`src/rtl/vga_pkg.sv`:
```
// Raster timing constants and decode record shared by the scan generator and draw stages.
// Compile-time only: no latency, no flow control.
package vga_pkg;

  localparam int VGA_H_ACTIVE = 640;
  localparam int VGA_H_FP     = 16;
  localparam int VGA_H_SYNC   = 96;
  localparam int VGA_H_BP     = 48;
  localparam int VGA_H_TOTAL  = VGA_H_ACTIVE + VGA_H_FP + VGA_H_SYNC + VGA_H_BP;

  localparam int VGA_V_ACTIVE = 480;
  localparam int VGA_V_FP     = 10;
  localparam int VGA_V_SYNC   = 2;
  localparam int VGA_V_BP     = 33;
  localparam int VGA_V_TOTAL  = VGA_V_ACTIVE + VGA_V_FP + VGA_V_SYNC + VGA_V_BP;

  localparam int X_W   = 10;
  localparam int Y_W   = 9;
  localparam int CNT_W = 10;

  // One registered decode of the raster position; every field changes together.
  typedef struct packed {
    logic           hsync;
    logic           vsync;
    logic           video_on;
    logic           line_start;
    logic           frame_start;
    logic [X_W-1:0] x;
    logic [Y_W-1:0] y;
  } scan_t;

  function automatic logic in_span(input logic [CNT_W-1:0] v,
                                   input logic [CNT_W-1:0] lo,
                                   input logic [CNT_W-1:0] hi);
    return (v >= lo) && (v < hi);
  endfunction

endpackage

```
`src/rtl/clk_en_div.sv`:
```
// Clock-enable divider: one-clk o_tick every CLK_DIV clocks, first tick CLK_DIV-1 clks after reset.
// Tick is a decode of the counter register (no input-to-output path); free-running, no backpressure.
module clk_en_div #(
  parameter int CLK_DIV = 4
) (
  input  logic i_clk,
  input  logic i_rst,
  output logic o_tick
);

  localparam int            DW   = $clog2(CLK_DIV);
  localparam logic [DW-1:0] LAST = DW'(CLK_DIV - 1);

  logic [DW-1:0] r_div;

  always_ff @(posedge i_clk) begin
    if (i_rst) begin
      r_div <= '0;
    end else if (r_div == LAST) begin
      r_div <= '0;
    end else begin
      r_div <= r_div + 1'b1;
    end
  end

  assign o_tick = (r_div == LAST);

endmodule

```
`src/rtl/vga_scan_gen.sv`:
```
// Raster generator: h/v counters advanced by pix_tick, then one decode register stage for coords/syncs/masks.
// Outputs lag the counters by 1 clk (pix_tick is immediate); free-running, no backpressure.
module vga_scan_gen
  import vga_pkg::*;
#(
  parameter int CLK_DIV  = 4,
  parameter int H_ACTIVE = VGA_H_ACTIVE,
  parameter int H_FP     = VGA_H_FP,
  parameter int H_SYNC   = VGA_H_SYNC,
  parameter int H_BP     = VGA_H_BP,
  parameter int V_ACTIVE = VGA_V_ACTIVE,
  parameter int V_FP     = VGA_V_FP,
  parameter int V_SYNC   = VGA_V_SYNC,
  parameter int V_BP     = VGA_V_BP,
  parameter bit SYNC_POL = 1'b0
) (
  input  logic           i_clk,
  input  logic           i_rst,
  output logic           o_pix_tick,
  output logic           o_hsync,
  output logic           o_vsync,
  output logic           o_video_on,
  output logic [X_W-1:0] o_scan_x,
  output logic [Y_W-1:0] o_scan_y,
  output logic           o_line_start,
  output logic           o_frame_start
);

  localparam int H_TOTAL = H_ACTIVE + H_FP + H_SYNC + H_BP;
  localparam int V_TOTAL = V_ACTIVE + V_FP + V_SYNC + V_BP;

  localparam logic [CNT_W-1:0] H_LAST = CNT_W'(H_TOTAL - 1);
  localparam logic [CNT_W-1:0] V_LAST = CNT_W'(V_TOTAL - 1);
  localparam logic [CNT_W-1:0] H_ACT  = CNT_W'(H_ACTIVE);
  localparam logic [CNT_W-1:0] V_ACT  = CNT_W'(V_ACTIVE);
  localparam logic [CNT_W-1:0] HS_BEG = CNT_W'(H_ACTIVE + H_FP);
  localparam logic [CNT_W-1:0] HS_END = CNT_W'(H_ACTIVE + H_FP + H_SYNC);
  localparam logic [CNT_W-1:0] VS_BEG = CNT_W'(V_ACTIVE + V_FP);
  localparam logic [CNT_W-1:0] VS_END = CNT_W'(V_ACTIVE + V_FP + V_SYNC);

  logic             w_pix_tick;
  logic [CNT_W-1:0] r_h_cnt;
  logic [CNT_W-1:0] r_v_cnt;
  logic             r_pix_first;
  scan_t            w_dec;
  scan_t            r_dec;

  clk_en_div #(
    .CLK_DIV (CLK_DIV)
  ) u_clk_en_div (
    .i_clk  (i_clk),
    .i_rst  (i_rst),
    .o_tick (w_pix_tick)
  );

  always_ff @(posedge i_clk) begin
    if (i_rst) begin
      r_h_cnt <= '0;
      r_v_cnt <= '0;
    end else if (w_pix_tick) begin
      if (r_h_cnt == H_LAST) begin
        r_h_cnt <= '0;
        r_v_cnt <= (r_v_cnt == V_LAST) ? '0 : r_v_cnt + 1'b1;
      end else begin
        r_h_cnt <= r_h_cnt + 1'b1;
      end
    end
  end

  // Marks the first clk a new counter value is visible, so start pulses last one clk, not one pixel.
  always_ff @(posedge i_clk) begin
    if (i_rst) begin
      r_pix_first <= 1'b1;
    end else begin
      r_pix_first <= w_pix_tick;
    end
  end

  always_comb begin
    w_dec             = '0;
    w_dec.hsync       = in_span(r_h_cnt, HS_BEG, HS_END) ? SYNC_POL : ~SYNC_POL;
    w_dec.vsync       = in_span(r_v_cnt, VS_BEG, VS_END) ? SYNC_POL : ~SYNC_POL;
    w_dec.video_on    = (r_h_cnt < H_ACT) && (r_v_cnt < V_ACT);
    w_dec.x           = r_h_cnt;
    w_dec.y           = (r_v_cnt < V_ACT) ? r_v_cnt[Y_W-1:0] : '1;
    w_dec.line_start  = r_pix_first && (r_h_cnt == '0);
    w_dec.frame_start = r_pix_first && (r_h_cnt == '0) && (r_v_cnt == '0);
  end

  always_ff @(posedge i_clk) begin
    if (i_rst) begin
      r_dec       <= '0;
      r_dec.hsync <= ~SYNC_POL;
      r_dec.vsync <= ~SYNC_POL;
    end else begin
      r_dec <= w_dec;
    end
  end

  assign o_pix_tick    = w_pix_tick;
  assign o_hsync       = r_dec.hsync;
  assign o_vsync       = r_dec.vsync;
  assign o_video_on    = r_dec.video_on;
  assign o_scan_x      = r_dec.x;
  assign o_scan_y      = r_dec.y;
  assign o_line_start  = r_dec.line_start;
  assign o_frame_start = r_dec.frame_start;

endmodule

```
`config.mk`:
```
export PLATFORM = sky130hd
export DESIGN_NAME = vga_scan_gen
export DESIGN_NICKNAME = d
export VERILOG_FILES = /design/src/rtl/vga_pkg.sv /design/src/rtl/clk_en_div.sv /design/src/rtl/vga_scan_gen.sv
export SDC_FILE = /design/constraint.sdc
export NUM_CORES = 1
export LEC_CHECK = 0
export ABC_AREA = 1
export CORE_UTILIZATION = 57
export CTS_CLUSTER_DIAMETER = 120
export CTS_CLUSTER_SIZE = 12
export DETAILED_ROUTE_END_ITERATION = 12
export PLACE_DENSITY = 0.82
export SYNTH_ARGS = -nofsm -noshare
export SYNTH_HDL_FRONTEND = slang
export SYNTH_SLANG_ARGS = --single-unit
```
`constraint.sdc`:
```
create_clock -name i_clk -period 2.3 [get_ports i_clk]
set_input_delay 0.23 -clock i_clk [delete_from_list [all_inputs] [get_ports i_clk]]
set_output_delay 0.23 -clock i_clk [all_outputs]
set_load 0.01 [all_outputs]
```
Word level (Yosys, flattened, before mapping)
Cells that the tools add are included.
{"block": "word_totals", "regBits": 47, "inputBits": 2, "elab_cells": 37}
{"block": "op_classes", "n_addsub": 3, "order_cmp": 6, "eq_ne": 3, "n_mux": 5, "reduce_logical": 9}
{"op": "adder 10 x 1 -> 10 bit (second input constant)", "count": 2}
{"op": "equality test 10 bit (second input constant)", "count": 2}
{"op": "logical NOT 10 bit", "count": 2}
{"op": "< comparator 10 bit (second input constant)", "count": 2}
{"op": "< comparator 10 x 9 -> 1 bit (second input constant)", "count": 2}
{"op": "two-way mux 10 bit", "count": 2}
{"op": ">= comparator 10 bit (second input constant)", "count": 1}
{"op": ">= comparator 10 x 9 -> 1 bit (second input constant)", "count": 1}
{"op": "two-way mux 9 bit", "count": 1}
{"op": "logical AND 1 bit", "count": 5}
{"op": "adder 2 x 1 -> 2 bit (second input constant)", "count": 1}
{"op": "equality test 2 bit (second input constant)", "count": 1}
{"op": "two-way mux 1 bit", "count": 2}
{"op": "AND reduction 2 bit", "count": 1}
{"op": "OR reduction 2 bit", "count": 1}

Depth between registers and ports, before layout
Gate-level depths: netlist of run 1.
{"block": "depth", "depth_word": 3, "ltp_mapped": 9}

Hierarchy
From an unflattened synthesis of run 1, not the netlist that was laid out.
{"block": "unflattened", "cells_unflattened": 260, "area_unflattened_um2": 1991.9}
{"module": "vga_scan_gen", "instances": 1, "cells_each": 251, "area_each_um2": 1916.8, "seq_area_each_um2": 900.9}
{"module": "clk_en_div", "instances": 1, "cells_each": 9, "area_each_um2": 75.1, "seq_area_each_um2": 40.0}

Least setup slack after synthesis of run 1
OpenSTA, ideal clock, no wires.
{"block": "synth_path", "path_kind": "reg2reg", "startpoint": "register u_clk_en_div.r_div[0]", "endpoint": "register r_h_cnt[8]", "setup_ps": 115, "arrival_ps": 1280, "t_required_ps": 2185, "path_slack_ps": 905, "stages_incl_launch_ff": 8, "n_path_buf": 0, "synth_period_minus_slack_ps": 1395, "cell_sequence": "dfxtp_1 -> ha_1 -> nand2_1 -> nor2_1 -> nand3b_1 -> nor2_1 -> xor2_1 -> nor2_1"}
{"block": "synth_via", "elab_chain_cells": 1}
{"element": "start, declared", "line_no": "clk_en_div.sv:14", "source": "logic [DW-1:0] r_div;"}
{"element": "start signal, assigned", "line_no": "clk_en_div.sv:22", "source": "r_div <= r_div + 1'b1;"}
{"element": "equality test 2 bit", "line_no": "clk_en_div.sv:26", "source": "assign o_tick = (r_div == LAST);"}
{"element": "net o_pix_tick", "line_no": "vga_scan_gen.sv:19", "source": "output logic o_pix_tick,"}
{"element": "end signal, assigned", "line_no": "vga_scan_gen.sv:65", "source": "r_h_cnt <= r_h_cnt + 1'b1;"}
{"element": "end, declared", "line_no": "vga_scan_gen.sv:42", "source": "logic [CNT_W-1:0] r_h_cnt;"}
The timed path passes the listed nets, and every way through them passes these cells.
A chain may end at the register's enable or synchronous reset.

Worst setup path in the final report of run 1
{"block": "layout_path", "startpoint": "register u_clk_en_div.r_div[0]", "endpoint": "output port o_pix_tick"}
{"block": "layout_via", "elab_chain_cells": 1}
{"element": "equality test 2 bit", "line_no": "clk_en_div.sv:26"}
{"element": "end, declared", "line_no": "vga_scan_gen.sv:19"}
Every way passes these cells.

==> results by group, run 1 <==
Global routing
  • Global routing usage on met1: 30.8%
  • Antenna violations before repair: 0
  • Largest net degree at the start of global routing: 26
  • GRT met3 Usage: under 10%
  • Total gr overflow: 0
  • Busiest grt layer: met2
  • GRT Total Usage: 22.9%
  • Vias in the first global route: 1361
  • First-pass GRT wire length: 6.11 mm
  • Met2 usage: 35.3%

Place
  • DP Area: around 2300 um^2
  • Input/output buffers: 26
  • Global placement routability congestion: 0.895
  • Post-DP HPWL: 2.90 mm

Worst setup path
  • Cell Chain, Critical Path: ha_1, clkdlybuf4s50_1
  • Worst path buffer plus inverter count: 1
  • WP data required: a little over 2 ns
  • Critical setup path kind: flop to output pin
  • Critical-path top delay cell: clkdlybuf4s50_1
  • Critical Path AT: approximately 1.6 ns
  • Slowest Stage Delay on Critical Path: between 0.5 and 0.6 ns
  • Worst setup EP type: output pin
  • Worst Path Max Fanout: 4
  • CP delay by family, top: buffers and inverters
  • Setup crit start kind: flop

Finish
  • Post-route cell area: 2380 um^2
  • Diode count: 0
  • Layout area overhead: 20.2%
  • Share of layout cells above drive strength 1: 8.28%
  • Fin nets: ~300
  • Fill cells: a little under 300

Pwr
  • Seq pwr share: 59.5%
  • Power Dens Cells: roughly 590 nW/um^2
  • Clock share of power: around 36%
  • Lkg Pwr: between 0.001 and 0.0015 uW
  • VDD IR max: roughly 0.00049 V
  • Sw Ratio: slightly above 20%
  • Logic pwr share: under 10%
  • Internal: roughly 1100 uW
  • Net load switching power: between 200 and 300 uW

Floorplanning
  • Std cell rows: 21
  • Die area: about 3700 um^2
  • Starting density of the core: just under 60%
  • Core footprint: 3340 um^2
  • Die W: around 61 um
  • # IOs: 27
  • Chip height: about 61 um

Route
  • Drt wl/cell: ~12 um
  • 1st-pass router iterations: 4
  • Antenna viol nets, final: 0
  • Via/cell ratio: just under 5
  • Drt total wl: slightly below 4 mm
  • Vias post-DR: approximately 1700
  • Iter 0 DRT Violations: 53
  • DRC Markers: 0

STA
  • Rel. slew slack: 76.0%
  • RSZ-0062 raised after global routing: no
  • Final setup violation count: 0
  • Fin crit period: between 1.5 and 2 ns
  • Period utilisation layout: roughly four fifths
  • Hold slack final: ~0.44 ns
  • Fmax: roughly 550 MHz
  • Final hold violation count: 0
  • Tightest Pin Transition: roughly 0.36 ns
  • Setup TNS: 0 ns
  • Setup Skew: 0.00994 ns
  • Pins Over Slew Limit: 0

Synthesis
  • Post-synth EDFFs: 0
  • Post-synthesis average cell area: 7.68 um^2
  • Post-synth ARST share: 0%
  • Syn Nets: 266
  • Warnings from Yosys: 0
  • Post-synthesis cell area: 1980 um^2
  • Synth unique cells: 26
  • Top cells by count, synth: 54 x nor2_1, 47 x dfxtp_1, 44 x nand2_1
  • Synth area leader: dfxtp_1
  • Sequential fraction of the synthesis area: between 40% and 50%
  • Count leader, synth: nor2_1
  • Syn Inst Count: 258
  • Ys flop type: dfxtp_1
  • Yosys top cell area share: a little under half
  • Synth top area cells: dfxtp_1 48%, nor2_1 10%, nand2_1 8.3%, inv_1 6.3%, ha_1 3.8%
  • #FFs+latches synth: 47

Clocking
  • H-tree levels: 2
  • Post-CTS setup buffer count: 0
  • Worst-skew pair later-pin latency: about 0.36 ns
  • # hold bufs at CTS: 0
  • Root Buffer: clkbuf_4
  • Clock Tree Buf Depth: 2
  • Clk slew on worst S/H paths: between 0.1 and 0.15 ns
  • Cts repair resizes: 0
  • CTS tree: built
  • TritonCTS Buffers: 5
  • Clock Sinks: 47

Min path
  • Hold WC Path Type: flop to flop

Run
  • Max Cap Viol: 0

Run status
  • Status: finished clean
## state kept, by name (all words and copies together) (netlist names), 2 cells and up
| register | flops |
|---|---|
| u_clk_en_div.r_div | 2 |
| o_scan_x | 10 |
| r_v_cnt | 10 |
| o_scan_y | 9 |
| r_h_cnt | 10 |
## final timing paths
kind / slack (ns) / depth (start not counted) / endpoint / startpoint
setup / recovery: 0.48 / 2 / o_pix_tick / u_clk_en_div.r_div[0]$_SDFF_PP0_
hold / removal: 0.44 / 1 / u_clk_en_div.r_div[0]$_SDFF_PP0_ / u_clk_en_div.r_div[0]$_SDFF_PP0_
setup reg to reg: 0.82 / 7 / r_h_cnt[8]$_SDFFE_PP0P_ / u_clk_en_div.r_div[0]$_SDFF_PP0_
hold reg to reg: 0.44 / 1 / u_clk_en_div.r_div[0]$_SDFF_PP0_ / u_clk_en_div.r_div[0]$_SDFF_PP0_
## stage by stage
stage               utilization, %  worst slack [ns]  total power [uW]  instances
floorplan                        -             0.905               886        258
global placement              68.8             0.837               907        328
detailed placement            68.8             0.841               909        328
CTS                           71.4             0.465              1410        336
global route                  71.4             0.414              1460        336
finish                        71.4             0.484              1400        336
## cell families after synthesis
group	synth area share [%]
AOI/OAI and AO/OA	5.75
xor gates and xnor gates	2.21
adders and majority gates	3.79
buffers and inverters	7.77
DFF	47.5
and+or+nand+nor	33.0
## per-layer routing
metal	vias to the layer above	routed length [um]	share of wire, %
met4	0	76	2.0
met5	-	0	0
li1	873	-	-
met1	731	1900	49
met3	9	178	4.6
met2	40	1730	45
## power groups by stage
| stage | logic, uW | clock network, uW | registers (uW) |
|---|---|---|---|
| 6_report | 60.5 | 505 | 830 |
| 5_1_grt | 67.7 | 556 | 832 |
| 4_1_cts | 61.4 | 517 | 831 |
| 3_5_place_dp | 60.7 | 0 | 849 |
| 3_3_place_gp | 59.5 | 0 | 848 |
| 2_1_floorplan | 36.4 | 0 | 850 |
## final cells by class
cell class / instances / area (um^2) / area share (%)
inverters: 38 / 143 / 5.99
clock buffers: 6 / 51.3 / 2.15
well taps: 46 / 57.6 / 2.42
clock inverters: 2 / 35.0 / 1.47
flip-flops and latches: 47 / 941 / 39.5
multi-input cells: 170 / 886 / 37.2
repair buffers: 27 / 268 / 11.2
## placed cells by master, fill, tap and decap left out, drive strengths merged, types with 3 or more instances in the layout
cell            n
o21bai          3
clkdlybuf4s50  26
xor2            5
nand3          16
nand2          46
nand4           9
o21ai           7
clkbuf          6
ha              6
nor2           57
nor3            7
dfxtp          47
a21oi           8
inv            38
## worst register-to-register path, cell delays in order (launching register included)
cell      delay [ns]
dfxtp_1         0.36
ha_1            0.28
nand2_1         0.10
nor2_1          0.19
nand3b_1        0.13
nor2_1          0.13
xor2_1          0.15
nor2_1          0.05
(Power assumes the default switching activity.)
==> run 2: changes to the inputs <==
--- a/config.mk
+++ b/config.mk
@@ -6,11 +6,11 @@
 export NUM_CORES = 1
 export LEC_CHECK = 0
 export ABC_AREA = 1
-export CORE_UTILIZATION = 57
+export CORE_UTILIZATION = 48
 export CTS_CLUSTER_DIAMETER = 120
 export CTS_CLUSTER_SIZE = 12
 export DETAILED_ROUTE_END_ITERATION = 12
-export PLACE_DENSITY = 0.82
+export PLACE_DENSITY = 0.74
 export SYNTH_ARGS = -nofsm -noshare
 export SYNTH_HDL_FRONTEND = slang
 export SYNTH_SLANG_ARGS = --single-unit
==> constraint.sdc (replaced) <==
create_clock -name i_clk -period 1.65 [get_ports i_clk]
set_input_delay 0.165 -clock i_clk [delete_from_list [all_inputs] [get_ports i_clk]]
set_output_delay 0.165 -clock i_clk [all_outputs]
set_load 0.01 [all_outputs]
==> results by group, run 2 (synthesized netlist as in run 1, its figures left out) <==
Global routing
  • Largest net degree at the start of global routing: 26
  • Total gr overflow: 0
  • First-pass GRT wire length: between 6 and 7 mm
  • Antenna violations before repair: 0
  • Vias in the first global route: 1440
  • GRT Total Usage: between 20% and 30%

Floorplanning
  • Chip height: approximately 66 um
  • Die area: about 4400 um^2
  • Die W: between 60 and 70 um
  • Starting density of the core: roughly 52%
  • # IOs: 27
  • Core footprint: between 3000 and 4000 um^2
  • Std cell rows: 22

Worst setup path
  • Worst path buffer plus inverter count: 1
  • R2R setup slack: 0.21 ns
  • Critical-path top delay cell: dfxtp_1
  • Worst Path Max Fanout: 5
  • Critical Path AT: about 1.6 ns
  • Critical setup path kind: flop to flop
  • Worst setup EP type: flop
  • CP delay by family, top: simple AND/OR/NAND/NOR gates
  • Cell Chain, Critical Path: ha_1, inv_1, nor2_1, nand2_1, nor2_1, nand4_1, nand2_1, nor2_1
  • WP data required: 1.84 ns
  • Setup crit start kind: flop
  • Slowest Stage Delay on Critical Path: about 0.42 ns
  • Most common cell on crit path: nor2_1

Route
  • Via/cell ratio: slightly below 5
  • Antenna viol nets, final: 0
  • Vias post-DR: 1654
  • DRC Markers: 0
  • WL met1: 1.91 mm
  • Iter 0 DRT Violations: slightly above 100
  • Metal3 WL: around 180 um
  • Drt total wl: ~3.8 mm
  • 1st-pass router iterations: 4
  • Drt wl/cell: ~11 um
  • Met2 wire length: between 1.5 and 2 mm
  • DR top layer: met4

Run status
  • Status: finished clean

Finish
  • Multi-input gate area: 888 um^2
  • Commonest non-fill, non-tap cell in the layout: nor2_1
  • Fin nets: a little under 300
  • Share of layout cells above drive strength 1: 7.96%
  • Fill cells: approximately 340
  • Diode count: 0
  • Fin util: 63.3%
  • Post-route cell area: 2400 um^2
  • Layout area overhead: 21.4%
  • Register area: 941 um^2
  • Most frequent cells in the layout: 54 x nor2_1, 47 x dfxtp_1, 44 x nand2_1

Pwr
  • Logic pwr share: around 4.2%
  • Power Dens Cells: roughly 850 nW/um^2
  • Net load switching power: between 400 and 500 uW
  • Total power: ~2000 uW
  • Sw Ratio: a little over 20%
  • Clock share of power: 39.2%
  • VDD IR max: between 0.0004 and 0.0005 V
  • Internal: ~1600 uW
  • Lkg Pwr: between 0.001 and 0.0015 uW
  • Seq pwr share: about 57%

Clocking
  • Clk slew on worst S/H paths: around 0.080 ns
  • Clock Sinks: 47
  • Root Buffer: clkbuf_8
  • Post-CTS setup buffer count: 0
  • Clock Tree Buf Depth: 2
  • TritonCTS Buffers: 5
  • CTS tree: built
  • Worst-skew pair later-pin latency: about 0.30 ns
  • # hold bufs at CTS: 0
  • H-tree levels: 2

STA
  • Fmax: ~700 MHz
  • Final hold violation count: 0
  • Rel. slew slack: a little under 80%
  • Final setup violation count: 0
  • Fin crit period: approximately 1.4 ns
  • Pins Over Slew Limit: 0
  • Hold slack final: 0.443 ns
  • Period utilisation layout: a little under 90%
  • Tightest Pin Transition: 0.339 ns
  • Setup TNS: 0 ns
  • Setup Skew: just under 0.005 ns
  • RSZ-0062 raised after global routing: no

Run
  • Max Cap Viol: 0

Place
  • Input/output buffers: 26
  • Global placement routability congestion: 0.885
  • Post-DP HPWL: between 2 and 3 mm
  • DP Area: about 2300 um^2

Min path
  • Hold WC Path Type: flop to flop
## run 2: cell count changes in the layout (fill, tap and decap cells not counted), sizes merged
cell	before	now
clkdlybuf4s50	26	25
clkinv	1	0
dlymetal6s2s	0	1
## run 2: worst paths after layout
path	to	depth (start not counted)	startpoint
worst max-delay path	r_v_cnt[6]$_SDFFE_PP0P_	8	r_v_cnt[1]$_SDFFE_PP0P_
worst min-delay path	u_clk_en_div.r_div[0]$_SDFF_PP0_	1	u_clk_en_div.r_div[0]$_SDFF_PP0_
worst max register to register	r_v_cnt[6]$_SDFFE_PP0P_	8	r_v_cnt[1]$_SDFFE_PP0P_
worst min register to register	u_clk_en_div.r_div[0]$_SDFF_PP0_	1	u_clk_en_div.r_div[0]$_SDFF_PP0_
## run 2: through the flow
stage | worst slack (ns) | instances
3_3_place_gp | 0.221 | 330
4_1_cts | 0.0184 | 337
3_5_place_dp | 0.187 | 330
6_report | 0.214 | 337
5_1_grt | 0.0349 | 337
2_1_floorplan | 0.255 | 258
## run 2: final cells by class
type / instances / area share [%]
multi-input cells: 170 / 36.9
flip-flops and latches: 47 / 39.1
repair buffers: 27 / 11.2
clock inverters: 1 / 1.25
clock buffers: 6 / 3.02
well taps: 48 / 2.50
inverters: 38 / 5.93
## run 2: what timing repair did
| item | in CTS | in global routing |
|---|---|---|
| hold endpoints to repair | 0 | 0 |
| endpoints found under the setup margin | 1 | 1 |
| resized for setup | 1 | 1 |
## run 2: power by group through the flow
stage | clock network (uW) | logic, uW | registers [uW]
after global placement | 0 | 83.7 | 1180
after CTS | 820 | 85.9 | 1160
after floorplan | 0 | 50.7 | 1180
after global routing | 858 | 95.3 | 1160
final | 800 | 85.0 | 1160
after detailed placement | 0 | 84.6 | 1180
## run 2: layer usage
| layer | GRT usage (%) | vias to the layer above |
|---|---|---|
| met5 | 0 | - |
| met4 | 9.57 | 0 |
| met3 | 4.48 | 9 |
| met2 | 30.5 | 46 |
| met1 | 26.5 | 731 |
| li1 | - | 868 |
## run 2: worst register-to-register path: cells and delay by family, from the launching register on
| family | cells | cell delay [ns] |
|---|---|---|
| and+or+nand+nor | 6 | 0.65 |
| DFF | 1 | 0.42 |
| adders and majority gates | 1 | 0.23 |
| buffers and inverters | 1 | 0.05 |
==> run 3: changes to the inputs <==
--- a/config.mk
+++ b/config.mk
@@ -6,11 +6,14 @@
 export NUM_CORES = 1
 export LEC_CHECK = 0
 export ABC_AREA = 1
-export CORE_UTILIZATION = 48
+export CELL_PAD_IN_SITES_DETAIL_PLACEMENT = 2
+export CELL_PAD_IN_SITES_GLOBAL_PLACEMENT = 2
+export CORE_ASPECT_RATIO = 2
+export CORE_UTILIZATION = 28
 export CTS_CLUSTER_DIAMETER = 120
 export CTS_CLUSTER_SIZE = 12
 export DETAILED_ROUTE_END_ITERATION = 12
-export PLACE_DENSITY = 0.74
+export PLACE_DENSITY_LB_ADDON = 0.1
 export SYNTH_ARGS = -nofsm -noshare
 export SYNTH_HDL_FRONTEND = slang
 export SYNTH_SLANG_ARGS = --single-unit
==> results by group, run 3 (synthesized netlist as in run 1, its figures left out) <==
STA
  • Period utilisation layout: 95.1%
  • Final hold violation count: 0
  • Tightest Pin Transition: ~0.31 ns
  • RSZ-0062 raised after global routing: no
  • Setup Skew: about 0.0046 ns
  • Fmax: between 600 and 700 MHz
  • Pins Over Slew Limit: 0
  • Rel. slew slack: 79.1%
  • Setup ws final: just over 0.08 ns
  • Fin crit period: roughly 1.6 ns
  • Hold slack final: between 0.4 and 0.5 ns
  • Final setup violation count: 0

Worst setup path
  • FF-to-FF path depth: 7
  • Critical Path AT: roughly 1.4 ns
  • Slowest Stage Delay on Critical Path: roughly 0.54 ns
  • Cell Chain, Critical Path: ha_4, clkdlybuf4s50_1
  • Setup crit start kind: flop
  • Start point of the critical path: u_clk_en_div.r_div[0]$_SDFF_PP0_
  • Worst path buffer plus inverter count: 1
  • WP data required: approximately 1.5 ns
  • RR Startpoint: u_clk_en_div.r_div[0]$_SDFF_PP0_
  • CP delay by family, top: buffers and inverters
  • Worst setup EP type: output pin
  • Critical-path top delay cell: clkdlybuf4s50_1
  • Crit. path cell count: 2
  • Critical setup path kind: flop to output pin
  • Worst Path Max Fanout: 4

Global routing
  • Vias in the first global route: 2055
  • First-pass GRT wire length: 10.0 mm
  • Antenna violations before repair: 0
  • Largest net degree at the start of global routing: 26
  • GRT Total Usage: between 10% and 20%
  • Total gr overflow: 0

Min path
  • Worst hold start: u_clk_en_div.r_div[0]$_SDFF_PP0_
  • Hold path cells: 1
  • Hold WC Path Type: flop to flop

Clocking
  • TritonCTS Buffers: 5
  • Worst-skew pair later-pin latency: between 0.2 and 0.3 ns
  • H-tree levels: 2
  • Post-CTS setup buffer count: 0
  • Clock Sinks: 47
  • Clk slew on worst S/H paths: 0.06 ns
  • CTS tree: built
  • Clock Tree Buf Depth: 2
  • # hold bufs at CTS: 0
  • Root Buffer: clkbuf_16

Pwr
  • Total power: ~2300 uW
  • VDD IR max: around 0.0004 V
  • Lkg Pwr: about 0.0011 uW
  • Power Dens Cells: about 900 nW/um^2

Floorplanning
  • Die W: 61.5 um
  • Std cell rows: 43
  • # IOs: 27
  • Die area: around 7400 um^2
  • Core footprint: about 6900 um^2
  • Starting density of the core: 28.8%
  • Chip height: about 120 um

Route
  • Drt wl/cell: approximately 15 um
  • DRC Markers: 0
  • Metal3 WL: about 96 um
  • Drt total wl: approximately 6 mm
  • Iter 0 DRT Violations: 32
  • DR top layer: met4
  • Vias post-DR: ~1800
  • Antenna viol nets, final: 0
  • WL met1: about 1.9 mm
  • 1st-pass router iterations: 4
  • Via/cell ratio: between 4 and 5
  • Met2 wire length: between 3 and 4 mm

Finish
  • Diode count: 0
  • Multi-input gate area: between 900 and 1000 um^2
  • Fin nets: between 300 and 400
  • Layout area overhead: 30.1%
  • Register area: around 940 um^2
  • Fin util: ~37%
  • Commonest non-fill, non-tap cell in the layout: nor2_1
  • Non-Filler Instances: approximately 390
  • Fill cells: 860
  • Share of layout cells above drive strength 1: around 11%
  • Most frequent cells in the layout: 52 x nor2_1, 47 x dfxtp_1, 44 x nand2_1

Place
  • Pre-CTS WS: -0.0308 ns
  • Post-DP HPWL: around 5.0 mm
  • Input/output buffers: 26
  • Global placement routability congestion: between 0.7 and 0.8
  • Dpl cells: 379

Run status
  • Status: finished clean

Run
  • Max Cap Viol: 0
-- run 3: cell count changes in the layout (fill, tap and decap cells not counted) --
cell / change
clkbuf_8: -3
clkbuf_16: +5
buf_4: +7
ha_2: -1
dlymetal6s2s_1: -1
ha_4: +1
clkdlybuf4s50_1: +1
bufinv_16: -1
nor2_2: +2
nor2_1: -2
-- run 3: metrics by stage --
| step | TNS (ns) | instance area [um^2] |
|---|---|---|
| after global routing | 0 | 2580 |
| after floorplan | 0 | 1980 |
| after global placement | -0.0319 | 2400 |
| after detailed placement | -0.0308 | 2400 |
| final | 0 | 2580 |
| after CTS | 0 | 2560 |
-- run 3: layout make-up --
class                           instances  area share [%]
Clock buffer                            8            6.07
Timing Repair Buffer                   34            12.4
Inverter                               38            5.54
Multi-Input combinational cell        170            35.1
Tap cell                               90            4.37
Sequential cell                        47            36.5
-- run 3: worst reg2reg max path, cell delays in order (launching register included) --
cell,delay (ns)
dfxtp_1,0.38
ha_4,0.19
nand2_1,0.09
nor2_2,0.14
nand3b_1,0.16
nor2_1,0.17
xor2_1,0.19
nor2_1,0.06
-- run 3: worst paths after layout --
kind | slack [ns] | endpoint
setup / recovery | 0.08 | o_pix_tick
hold / removal | 0.47 | u_clk_en_div.r_div[0]$_SDFF_PP0_
setup reg to reg | 0.15 | r_h_cnt[8]$_SDFFE_PP0P_
hold reg to reg | 0.47 | u_clk_en_div.r_div[0]$_SDFF_PP0_
-- run 3: per-layer routing --
layer,up-vias,track usage (%)
met5,-,0
met4,0,11.7
met3,15,2.56
met2,27,37.2
met1,878,17.2
li1,883,-
-- run 3: power breakdown --
| group | switching (uW) | internal (uW) | leakage, uW |
|---|---|---|---|
| Sequential | 8.25 | 1150 | 0.000380 |
| Clock | 423 | 646 | 0.0000772 |
| Combinational | 55.3 | 38.0 | 0.000644 |
-- run 3: repair_timing --
item / CTS / global route
gates resized for setup: 1 / 3
endpoints found under the setup margin: 2 / 4
pin swaps: 0 / 0
